### src/rtl/agc_gain_apply_if.sv
// Sample, power-measurement and status bundle of the AGC gain actuator.
// The master drives samples and loop controls; the slave returns scaled lanes and loop status.
interface agc_gain_apply_if #(
   parameter int DIN_WIDTH  = 8,
   parameter int PARALLEL   = 8,
   parameter int GAIN_WIDTH = 16
);
   logic [DIN_WIDTH*PARALLEL-1:0] din;
   logic                          din_valid;
   logic [2*DIN_WIDTH-1:0]        pow_in;
   logic                          pow_valid;
   logic [2*DIN_WIDTH-1:0]        ref_pow;
   logic [2*DIN_WIDTH-1:0]        tolerance;
   logic                          enable;
   logic [DIN_WIDTH*PARALLEL-1:0] dout;
   logic                          dout_valid;
   logic [GAIN_WIDTH-1:0]         gain;
   logic                          locked;
   logic                          sat_flag;

   modport master (
      output din, din_valid, pow_in, pow_valid, ref_pow, tolerance, enable,
      input  dout, dout_valid, gain, locked, sat_flag
   );

   modport slave (
      input  din, din_valid, pow_in, pow_valid, ref_pow, tolerance, enable,
      output dout, dout_valid, gain, locked, sat_flag
   );
endinterface

### src/rtl/agc_gain_apply.sv
// AGC actuator: scales parallel signed lanes by a loop gain with saturation, and steps
// that gain toward a reference power using the downstream power measurement.
module agc_gain_apply #(
   parameter int DIN_WIDTH    = 8,
   parameter int PARALLEL     = 8,
   parameter int GAIN_WIDTH   = 16,
   parameter int GAIN_POINT   = 8,
   parameter int GAIN_INIT    = 256,
   parameter int GAIN_MIN     = 16,
   parameter int GAIN_MAX     = 4096,
   parameter int STEP_SHIFT   = 4,
   parameter int SETTLE_BEATS = 32
) (
   input logic          clk,
   input logic          rst,
   agc_gain_apply_if.slave bus
);

   localparam int PW     = 2 * DIN_WIDTH;
   localparam int EW     = PW + 1;
   localparam int PROD_W = DIN_WIDTH + GAIN_WIDTH + 1;
   localparam int SUM_W  = GAIN_WIDTH + 2;
   localparam int CNT_W  = $clog2(SETTLE_BEATS + 1);
   localparam int DW     = DIN_WIDTH * PARALLEL;

   localparam logic signed [PROD_W-1:0] SAT_MAX = PROD_W'(2 ** (DIN_WIDTH - 1) - 1);
   localparam logic signed [PROD_W-1:0] SAT_MIN = PROD_W'(-(2 ** (DIN_WIDTH - 1)));
   localparam logic signed [SUM_W-1:0]  GMIN_S  = SUM_W'(GAIN_MIN);
   localparam logic signed [SUM_W-1:0]  GMAX_S  = SUM_W'(GAIN_MAX);

   typedef enum logic [1:0] {IDLE, WAIT_POW, UPDATE, SETTLE} state_t;

   // ---------------------------------------------------------------- loop state
   state_t                state, state_next;
   logic [GAIN_WIDTH-1:0] gain_r, gain_next;
   logic                  locked_r, locked_next;
   logic [CNT_W-1:0]      cnt, cnt_next;
   logic [PW-1:0]         pow_lat, pow_lat_next;

   logic signed [EW-1:0]    err, abs_err, delta_shift, delta;
   logic signed [SUM_W-1:0] gain_sum;
   logic [GAIN_WIDTH-1:0]   gain_clamped;

   // NOTE: sequential state uses non-blocking assignments so every register samples pre-edge values.
   always_ff @(posedge clk) begin
      if (!rst) begin
         state    <= IDLE;
         gain_r   <= GAIN_WIDTH'(GAIN_INIT);
         locked_r <= 1'b0;
         cnt      <= '0;
         pow_lat  <= '0;
      end else begin
         state    <= state_next;
         gain_r   <= gain_next;
         locked_r <= locked_next;
         cnt      <= cnt_next;
         pow_lat  <= pow_lat_next;
      end
   end

   always_comb begin
      err         = $signed({1'b0, bus.ref_pow}) - $signed({1'b0, pow_lat});
      abs_err     = err[EW-1] ? -err : err;
      delta_shift = err >>> STEP_SHIFT;
      // A small error still moves the gain by one LSB so the loop cannot stall short of the window.
      if (delta_shift == '0) delta = err[EW-1] ? '1 : EW'(1);
      else                   delta = delta_shift;
      gain_sum = $signed({2'b00, gain_r}) + SUM_W'(delta);
      if (gain_sum < GMIN_S)      gain_clamped = GAIN_WIDTH'(GAIN_MIN);
      else if (gain_sum > GMAX_S) gain_clamped = GAIN_WIDTH'(GAIN_MAX);
      else                        gain_clamped = gain_sum[GAIN_WIDTH-1:0];
   end

   // NOTE: every next-state value gets a default first, so no path leaves one unassigned (no latches).
   always_comb begin
      state_next   = state;
      gain_next    = gain_r;
      locked_next  = locked_r;
      cnt_next     = cnt;
      pow_lat_next = pow_lat;
      case (state)
         IDLE: begin
            if (bus.enable) state_next = WAIT_POW;
         end
         WAIT_POW: begin
            if (bus.pow_valid) begin
               pow_lat_next = bus.pow_in;
               state_next   = UPDATE;
            end
         end
         UPDATE: begin
            if (abs_err <= $signed({1'b0, bus.tolerance})) begin
               locked_next = 1'b1;
               state_next  = WAIT_POW;
            end else begin
               locked_next = 1'b0;
               gain_next   = gain_clamped;
               state_next  = SETTLE;
            end
         end
         SETTLE: begin
            if (bus.din_valid) begin
               if (cnt == CNT_W'(SETTLE_BEATS - 1)) begin
                  cnt_next   = '0;
                  state_next = WAIT_POW;
               end else begin
                  cnt_next = cnt + 1'b1;
               end
            end
         end
         default: state_next = IDLE;
      endcase
      // Disabling the loop wins over everything, including a coincident measurement.
      if (!bus.enable) begin
         state_next  = IDLE;
         gain_next   = gain_r;
         locked_next = 1'b0;
         cnt_next    = '0;
      end
   end

   // ---------------------------------------------------------------- datapath
   logic [DW-1:0]              s1_din;
   logic [GAIN_WIDTH-1:0]      s1_gain;
   logic                       s1_valid, s2_valid;
   logic signed [PROD_W-1:0]   s2_prod [PARALLEL];
   logic signed [PROD_W-1:0]   lane_x  [PARALLEL];
   logic signed [PROD_W-1:0]   gain_x;
   logic signed [PROD_W-1:0]   shifted [PARALLEL];
   logic [DW-1:0]              sat_dout;
   logic [PARALLEL-1:0]        lane_sat;
   logic [DW-1:0]              dout_r;
   logic                       dout_valid_r, sat_r;

   always_ff @(posedge clk) begin
      if (!rst) begin
         s1_valid     <= 1'b0;
         s2_valid     <= 1'b0;
         dout_valid_r <= 1'b0;
         dout_r       <= '0;
         sat_r        <= 1'b0;
      end else begin
         s1_valid     <= bus.din_valid;
         s2_valid     <= s1_valid;
         dout_valid_r <= s2_valid;
         if (s2_valid) begin
            dout_r <= sat_dout;
            sat_r  <= |lane_sat;
         end
      end
   end

   // NOTE: pure data stages carry no reset; their contents are qualified by the reset valid chain.
   always_ff @(posedge clk) begin
      s1_din  <= bus.din;
      s1_gain <= gain_r;
      for (int i = 0; i < PARALLEL; i++) s2_prod[i] <= lane_x[i] * gain_x;
   end

   always_comb begin
      gain_x = PROD_W'($signed({1'b0, s1_gain}));
      for (int i = 0; i < PARALLEL; i++)
         lane_x[i] = PROD_W'($signed(s1_din[i*DIN_WIDTH +: DIN_WIDTH]));
   end

   always_comb begin
      sat_dout = '0;
      lane_sat = '0;
      for (int i = 0; i < PARALLEL; i++) begin
         shifted[i] = s2_prod[i] >>> GAIN_POINT;
         if (shifted[i] > SAT_MAX) begin
            shifted[i]  = SAT_MAX;
            lane_sat[i] = 1'b1;
         end else if (shifted[i] < SAT_MIN) begin
            shifted[i]  = SAT_MIN;
            lane_sat[i] = 1'b1;
         end
         sat_dout[i*DIN_WIDTH +: DIN_WIDTH] = shifted[i][DIN_WIDTH-1:0];
      end
   end

   assign bus.dout       = dout_r;
   assign bus.dout_valid = dout_valid_r;
   assign bus.sat_flag   = sat_r;
   assign bus.gain       = gain_r;
   assign bus.locked     = locked_r;

endmodule

### src/flat_wrapper.sv
// flat-port wrapper written by rule: the top's interface ports become plain ports
module agc_gain_apply_flat 
#(
   parameter int DIN_WIDTH    = 8,
   parameter int PARALLEL     = 8,
   parameter int GAIN_WIDTH   = 16,
   parameter int GAIN_POINT   = 8,
   parameter int GAIN_INIT    = 256,
   parameter int GAIN_MIN     = 16,
   parameter int GAIN_MAX     = 4096,
   parameter int STEP_SHIFT   = 4,
   parameter int SETTLE_BEATS = 32
)
  (clk, rst, bus_din, bus_din_valid, bus_pow_in, bus_pow_valid, bus_ref_pow, bus_tolerance, bus_enable, bus_dout, bus_dout_valid, bus_gain, bus_locked, bus_sat_flag);
  agc_gain_apply_if #(.DIN_WIDTH(DIN_WIDTH), .PARALLEL(PARALLEL), .GAIN_WIDTH(GAIN_WIDTH)) bus_i ();
  input logic clk;
  input logic rst;
  input wire logic [$bits(bus_i.din)-1:0] bus_din;
  input wire logic [$bits(bus_i.din_valid)-1:0] bus_din_valid;
  input wire logic [$bits(bus_i.pow_in)-1:0] bus_pow_in;
  input wire logic [$bits(bus_i.pow_valid)-1:0] bus_pow_valid;
  input wire logic [$bits(bus_i.ref_pow)-1:0] bus_ref_pow;
  input wire logic [$bits(bus_i.tolerance)-1:0] bus_tolerance;
  input wire logic [$bits(bus_i.enable)-1:0] bus_enable;
  output wire logic [$bits(bus_i.dout)-1:0] bus_dout;
  output wire logic [$bits(bus_i.dout_valid)-1:0] bus_dout_valid;
  output wire logic [$bits(bus_i.gain)-1:0] bus_gain;
  output wire logic [$bits(bus_i.locked)-1:0] bus_locked;
  output wire logic [$bits(bus_i.sat_flag)-1:0] bus_sat_flag;
  assign bus_i.din = bus_din;
  assign bus_i.din_valid = bus_din_valid;
  assign bus_i.pow_in = bus_pow_in;
  assign bus_i.pow_valid = bus_pow_valid;
  assign bus_i.ref_pow = bus_ref_pow;
  assign bus_i.tolerance = bus_tolerance;
  assign bus_i.enable = bus_enable;
  assign bus_dout = bus_i.dout;
  assign bus_dout_valid = bus_i.dout_valid;
  assign bus_gain = bus_i.gain;
  assign bus_locked = bus_i.locked;
  assign bus_sat_flag = bus_i.sat_flag;
  agc_gain_apply #(.DIN_WIDTH(DIN_WIDTH), .PARALLEL(PARALLEL), .GAIN_WIDTH(GAIN_WIDTH), .GAIN_POINT(GAIN_POINT), .GAIN_INIT(GAIN_INIT), .GAIN_MIN(GAIN_MIN), .GAIN_MAX(GAIN_MAX), .STEP_SHIFT(STEP_SHIFT), .SETTLE_BEATS(SETTLE_BEATS)) u_core (.clk(clk), .rst(rst), .bus(bus_i));
endmodule
### config.mk
export PLATFORM = sky130hd
export DESIGN_NAME = agc_gain_apply_flat
export DESIGN_NICKNAME = d
export VERILOG_FILES = /design/src/rtl/agc_gain_apply_if.sv /design/src/rtl/agc_gain_apply.sv /design/src/flat_wrapper.sv
export SDC_FILE = /design/constraint.sdc
export NUM_CORES = 2
export LEC_CHECK = 0
export ABC_AREA = 1
export CAP_MARGIN = 20
export CELL_PAD_IN_SITES_DETAIL_PLACEMENT = 0
export CELL_PAD_IN_SITES_GLOBAL_PLACEMENT = 2
export CORE_MARGIN = 1
export CORE_UTILIZATION = 38
export CTS_BUF_LIST = sky130_fd_sc_hd__clkbuf_4 sky130_fd_sc_hd__clkbuf_8
export CTS_CLUSTER_DIAMETER = 80
export DETAILED_ROUTE_END_ITERATION = 8
export MAX_ROUTING_LAYER = met4
export PLACE_DENSITY_LB_ADDON = 0.3
export SKIP_CTS_REPAIR_TIMING = 1
export SLEW_MARGIN = 5
export SYNTH_ARGS = -nofsm -noshare
export SYNTH_HDL_FRONTEND = slang
export SYNTH_SLANG_ARGS = --single-unit
### constraint.sdc
create_clock -name clk -period 5.45 [get_ports clk]
set_input_delay 1.09 -clock clk [delete_from_list [all_inputs] [get_ports clk]]
set_output_delay 1.09 -clock clk [all_outputs]
set_load 0.1 [all_outputs]
==> results by group <==
Drt
  – Max Used Layer: met4
  – DR WL met2: 60430 um
  – Wire length per cell: 16.43 um
  – Antenna-violating nets left: 0
  – Routed met3 length: 4342 um
  – Final wirelength: 128800 um
  – Met1 WL: 60620 um
  – Drt pass-1 iters: 5
  – Via density: 4.619
  – DRC errors left: 0
  – Routed via count: 36220
  – Iter 0 DRT Violations: between 1500 and 2000

Synthesis
  – Avg Cell Area, Syn: 7.567 um2
  – Ys flop type: dfxtp_1
  – Sequential-to-total area share from yosys stat: 14.32%
  – Top cells by area, synth: fa_1 (29%), dfxtp_1 (14%), ha_1 (14%)
  – Seq cells post-synth: between 300 and 400
  – Largest area contributor in the netlist: fa_1
  – Synthesis warning total: 0
  – Synth Instances: 6003
  – Synth async-reset ratio: 0%
  – Synth cell types: 52
  – Yosys top cell area share: 29.35%
  – Synthesized area: 45420 um2
  – Post-synth EDFFs: 0
  – Net Count, Synth: 7297

Layout
  – Layout cells sized above 1: 6.330%
  – Filler Cell Count: 12220
  – Area delta synth->final: 14.02%
  – Layout Nets: 7541

Floorplan
  – Initial cell density of the core: 38.42%
  – Core area: 118200 um2
  – Die Ht: 347.7 um
  – Die width: 347.7 um
  – Io pins: 200
  – Cell Rows: 126
  – Die area: 120900 um2

Placement
  – GPL Wtd Cong: 0.8613
  – Dpl hpwl: 102500 um
  – Pre-CTS WS: -0.08112 ns
  – Port bufs: 199

STA
  – Min Tclk post-route: 5.096 ns
  – Share of the clock period used by the worst path: 93.50%
  – Setup TNS: 0 ns
  – Relative slew slack: a little over a quarter
  – Clock skew: 0.03593 ns
  – Peak Freq: ~200 MHz
  – Max-slew violation count: 0
  – Worst slew pin tran: 1.079 ns
  – Hold Violations, Final: 0
  – Setup slack after layout: 0.3543 ns
  – RSZ-0062 raised after global routing: false
  – Final setup violation count: 0

Power and ir drop
  – Max rail drop VDD: 0.0001668 V
  – Pleak: 29.33 nW
  – Switching power: between 2 and 3 mW
  – Logic pwr share: 29.4%
  – P per Cell Area: 160.3 nW/um2
  – Seq pwr share: roughly 34%
  – Sw frac: 35.96%
  – P_int: around 5.3 mW
  – Clock share of power: 36.7%

Clock network
  – Root Driver: clkbuf_8
  – Clk sinks: around 330
  – Clock-pin slew on the worst setup and hold paths: 0.05 ns
  – Clock tree buffer depth: 3
  – Worst skew pair latency: 0.77 ns
  – CTS Buf Count: 72
  – H-Tree Level Count: 3
  – CTS tree: yes

Setup path
  – CP max FO: 14
  – Crit Path Class: flip-flop to flip-flop
  – Worst path required time: about 6.1 ns
  – Setup crit start kind: flip-flop
  – Reg2Reg Depth: 19
  – Reg2reg end: u_core.s2_prod[1][45]
  – FF-to-FF Start: u_core.s1_gain[4]
  – CP arrival: roughly 5.7 ns
  – CP Capture Type: flip-flop
  – FF-to-FF setup slack: ~0.35 ns

Global routing
  – Global route overflow: 0
  – Initial antenna violation count: 2
  – First-pass GRT wire length: 210100 um
  – Pin count of the biggest net entering global routing: 59
  – Gr usage total: 22.81%
  – Vias in the first global route: 38380

Hold path
  – Hold Startpoint: u_core.s1_valid
  – Hold Crit Depth: 2
  – Worst hold endpoint: u_core.s2_valid
  – HP Class: flip-flop to flip-flop

Outcome
  – Outcome: finished, final reports clean

Flow run
  – MaxCap Viol Count: 0
-- cells in the final DEF, fill, tap and decap left out, types with 109 or more instances in the layout --
master           instances
a21oi_1                310
buf_4                  172
clkdlybuf4s50_1        198
dfxtp_1                308
fa_1                   666
ha_1                   511
inv_1                 1646
nand2_1               1489
nor2_1                 169
o21ai_0                159
xor2_1                 109
-- worst max-delay path, cell delays in order, from the launching register on --
cell	delay, ns
dfxtp_2	0.42
buf_4	0.31
nand2_1	0.12
fa_1	0.49
fa_1	0.55
inv_1	0.05
fa_1	0.50
inv_1	0.06
fa_1	0.51
inv_1	0.05
ha_1	0.31
a21oi_1	0.20
o21ai_0	0.14
nand2_1	0.09
o211ai_1	0.10
a21oi_1	0.22
o21ai_0	0.17
a21boi_0	0.32
o21ai_0	0.15
xor2_1	0.16
-- flip-flops by register name, indices dropped and copies added, names as in the netlist --
| name | count |
|---|---|
| u_core.bus.dout_valid | 1 |
| u_core.state | 2 |
| u_core.bus.dout | 64 |
| u_core.s2_prod | 136 |
| u_core.cnt | 6 |
| u_core.s1_gain | 16 |
| u_core.s1_din | 64 |
| u_core.bus.gain | 16 |
| u_core.pow_lat | 16 |
| u_core.s2_valid | 1 |
| u_core.bus.locked | 1 |
| u_core.bus.sat_flag | 1 |
| u_core.s1_valid | 1 |
-- cell families after synthesis --
logic type / after synthesis / synth area share [%]
AOI/OAI and AO/OA: 563 / 6.760
and+or+nand+nor: 1895 / 16.73
buffers and inverters: 1877 / 15.55
xor gates and xnor gates: 166 / 3.217
adders and majority gates: 1177 / 43.43
DFF: 325 / 14.32
-- per-stage QoR --
stage               cells  util [%]  instance area, um2  hold WS, ns  total power [mW]
finish               7843     43.80               51790       0.4139             8.302
global route         7842     43.80               51790       0.4409             8.896
detailed placement   7709     42.44               50180       0.3951             5.308
CTS                  7839     43.79               51780       0.4158             8.488
global placement     7709     42.44               50180       0.3975             5.323
floorplan            6003         -               45420       0.3905             4.519
-- layout make-up --
type                            count  area [um2]  area share (%)
Clock buffer                      108        1399           2.701
Inverter                         1658        6223           12.02
Timing Repair Buffer              389        3638           7.026
Sequential cell                   325        6533           12.61
Tap cell                         1536        1922           3.711
Antenna cell                        4       10.01         0.01933
Clock inverter                     22       193.9          0.3745
Multi-Input combinational cell   3801       31870           61.54
-- worst max-delay path by stage --
stage | startpoint | end | slack [ns] | depth (start not counted)
after CTS | u_core.s1_gain[7] | u_core.s2_prod[1][45] | 0.24 | 18
final | u_core.s1_gain[4] | u_core.s2_prod[1][45] | 0.35 | 19
after detailed placement | bus_ref_pow[0] | u_core.bus.gain[5] | -0.08 | 35
after global routing | u_core.s1_gain[4] | u_core.s2_prod[1][45] | 0.08 | 19
after global placement | bus_ref_pow[0] | u_core.bus.gain[12] | -0.08 | 30
after floorplan | u_core.s1_gain[5] | u_core.s2_prod[1][45] | 0.69 | 20
-- Yosys cell counts, types with 2 or more instances --
| master | number |
|---|---|
| a21oi_2 | 8 |
| nor3_1 | 35 |
| buf_6 | 2 |
| nor3b_1 | 3 |
| inv_2 | 9 |
| nand2_1 | 1489 |
| nor2_2 | 12 |
| nand3b_1 | 8 |
| o21a_1 | 12 |
| and2_1 | 4 |
| nand2_2 | 15 |
| o21ai_0 | 159 |
| a21o_1 | 13 |
| and3_1 | 9 |
| nor2_1 | 169 |
| nor4_1 | 11 |
| o21bai_1 | 14 |
| xnor2_1 | 56 |
| fa_1 | 666 |
| nand3_1 | 101 |
| nand3_2 | 4 |
| o41ai_1 | 2 |
| a41oi_1 | 8 |
| a21oi_1 | 310 |
| buf_1 | 27 |
| ha_1 | 511 |
| nand4_1 | 26 |
| xor2_1 | 109 |
| o31ai_1 | 8 |
| nor2_4 | 3 |
| a211oi_1 | 8 |
| inv_1 | 1648 |
| clkbuf_1 | 189 |
| o211ai_1 | 4 |
| a31oi_1 | 10 |
| dfxtp_1 | 325 |
-- metal layers --
layer / global-route usage [%] / vias to the layer above
li1: - / 18130
met1: 29.80 / 17450
met2: 37.07 / 502
met3: 2.939 / 135
met4: 6.257 / 0
met5: - / -
-- power by group through the flow --
stage / sequential, mW / combinational [mW] / clock (mW)
floorplan: 2.94 / 1.58 / 0
detailed placement: 2.86 / 2.44 / 0
global route: 2.84 / 2.77 / 3.28
CTS: 2.82 / 2.47 / 3.19
global placement: 2.87 / 2.46 / 0
finish: 2.82 / 2.44 / 3.05
No activity file was read; power rests on OpenSTA's default activity.
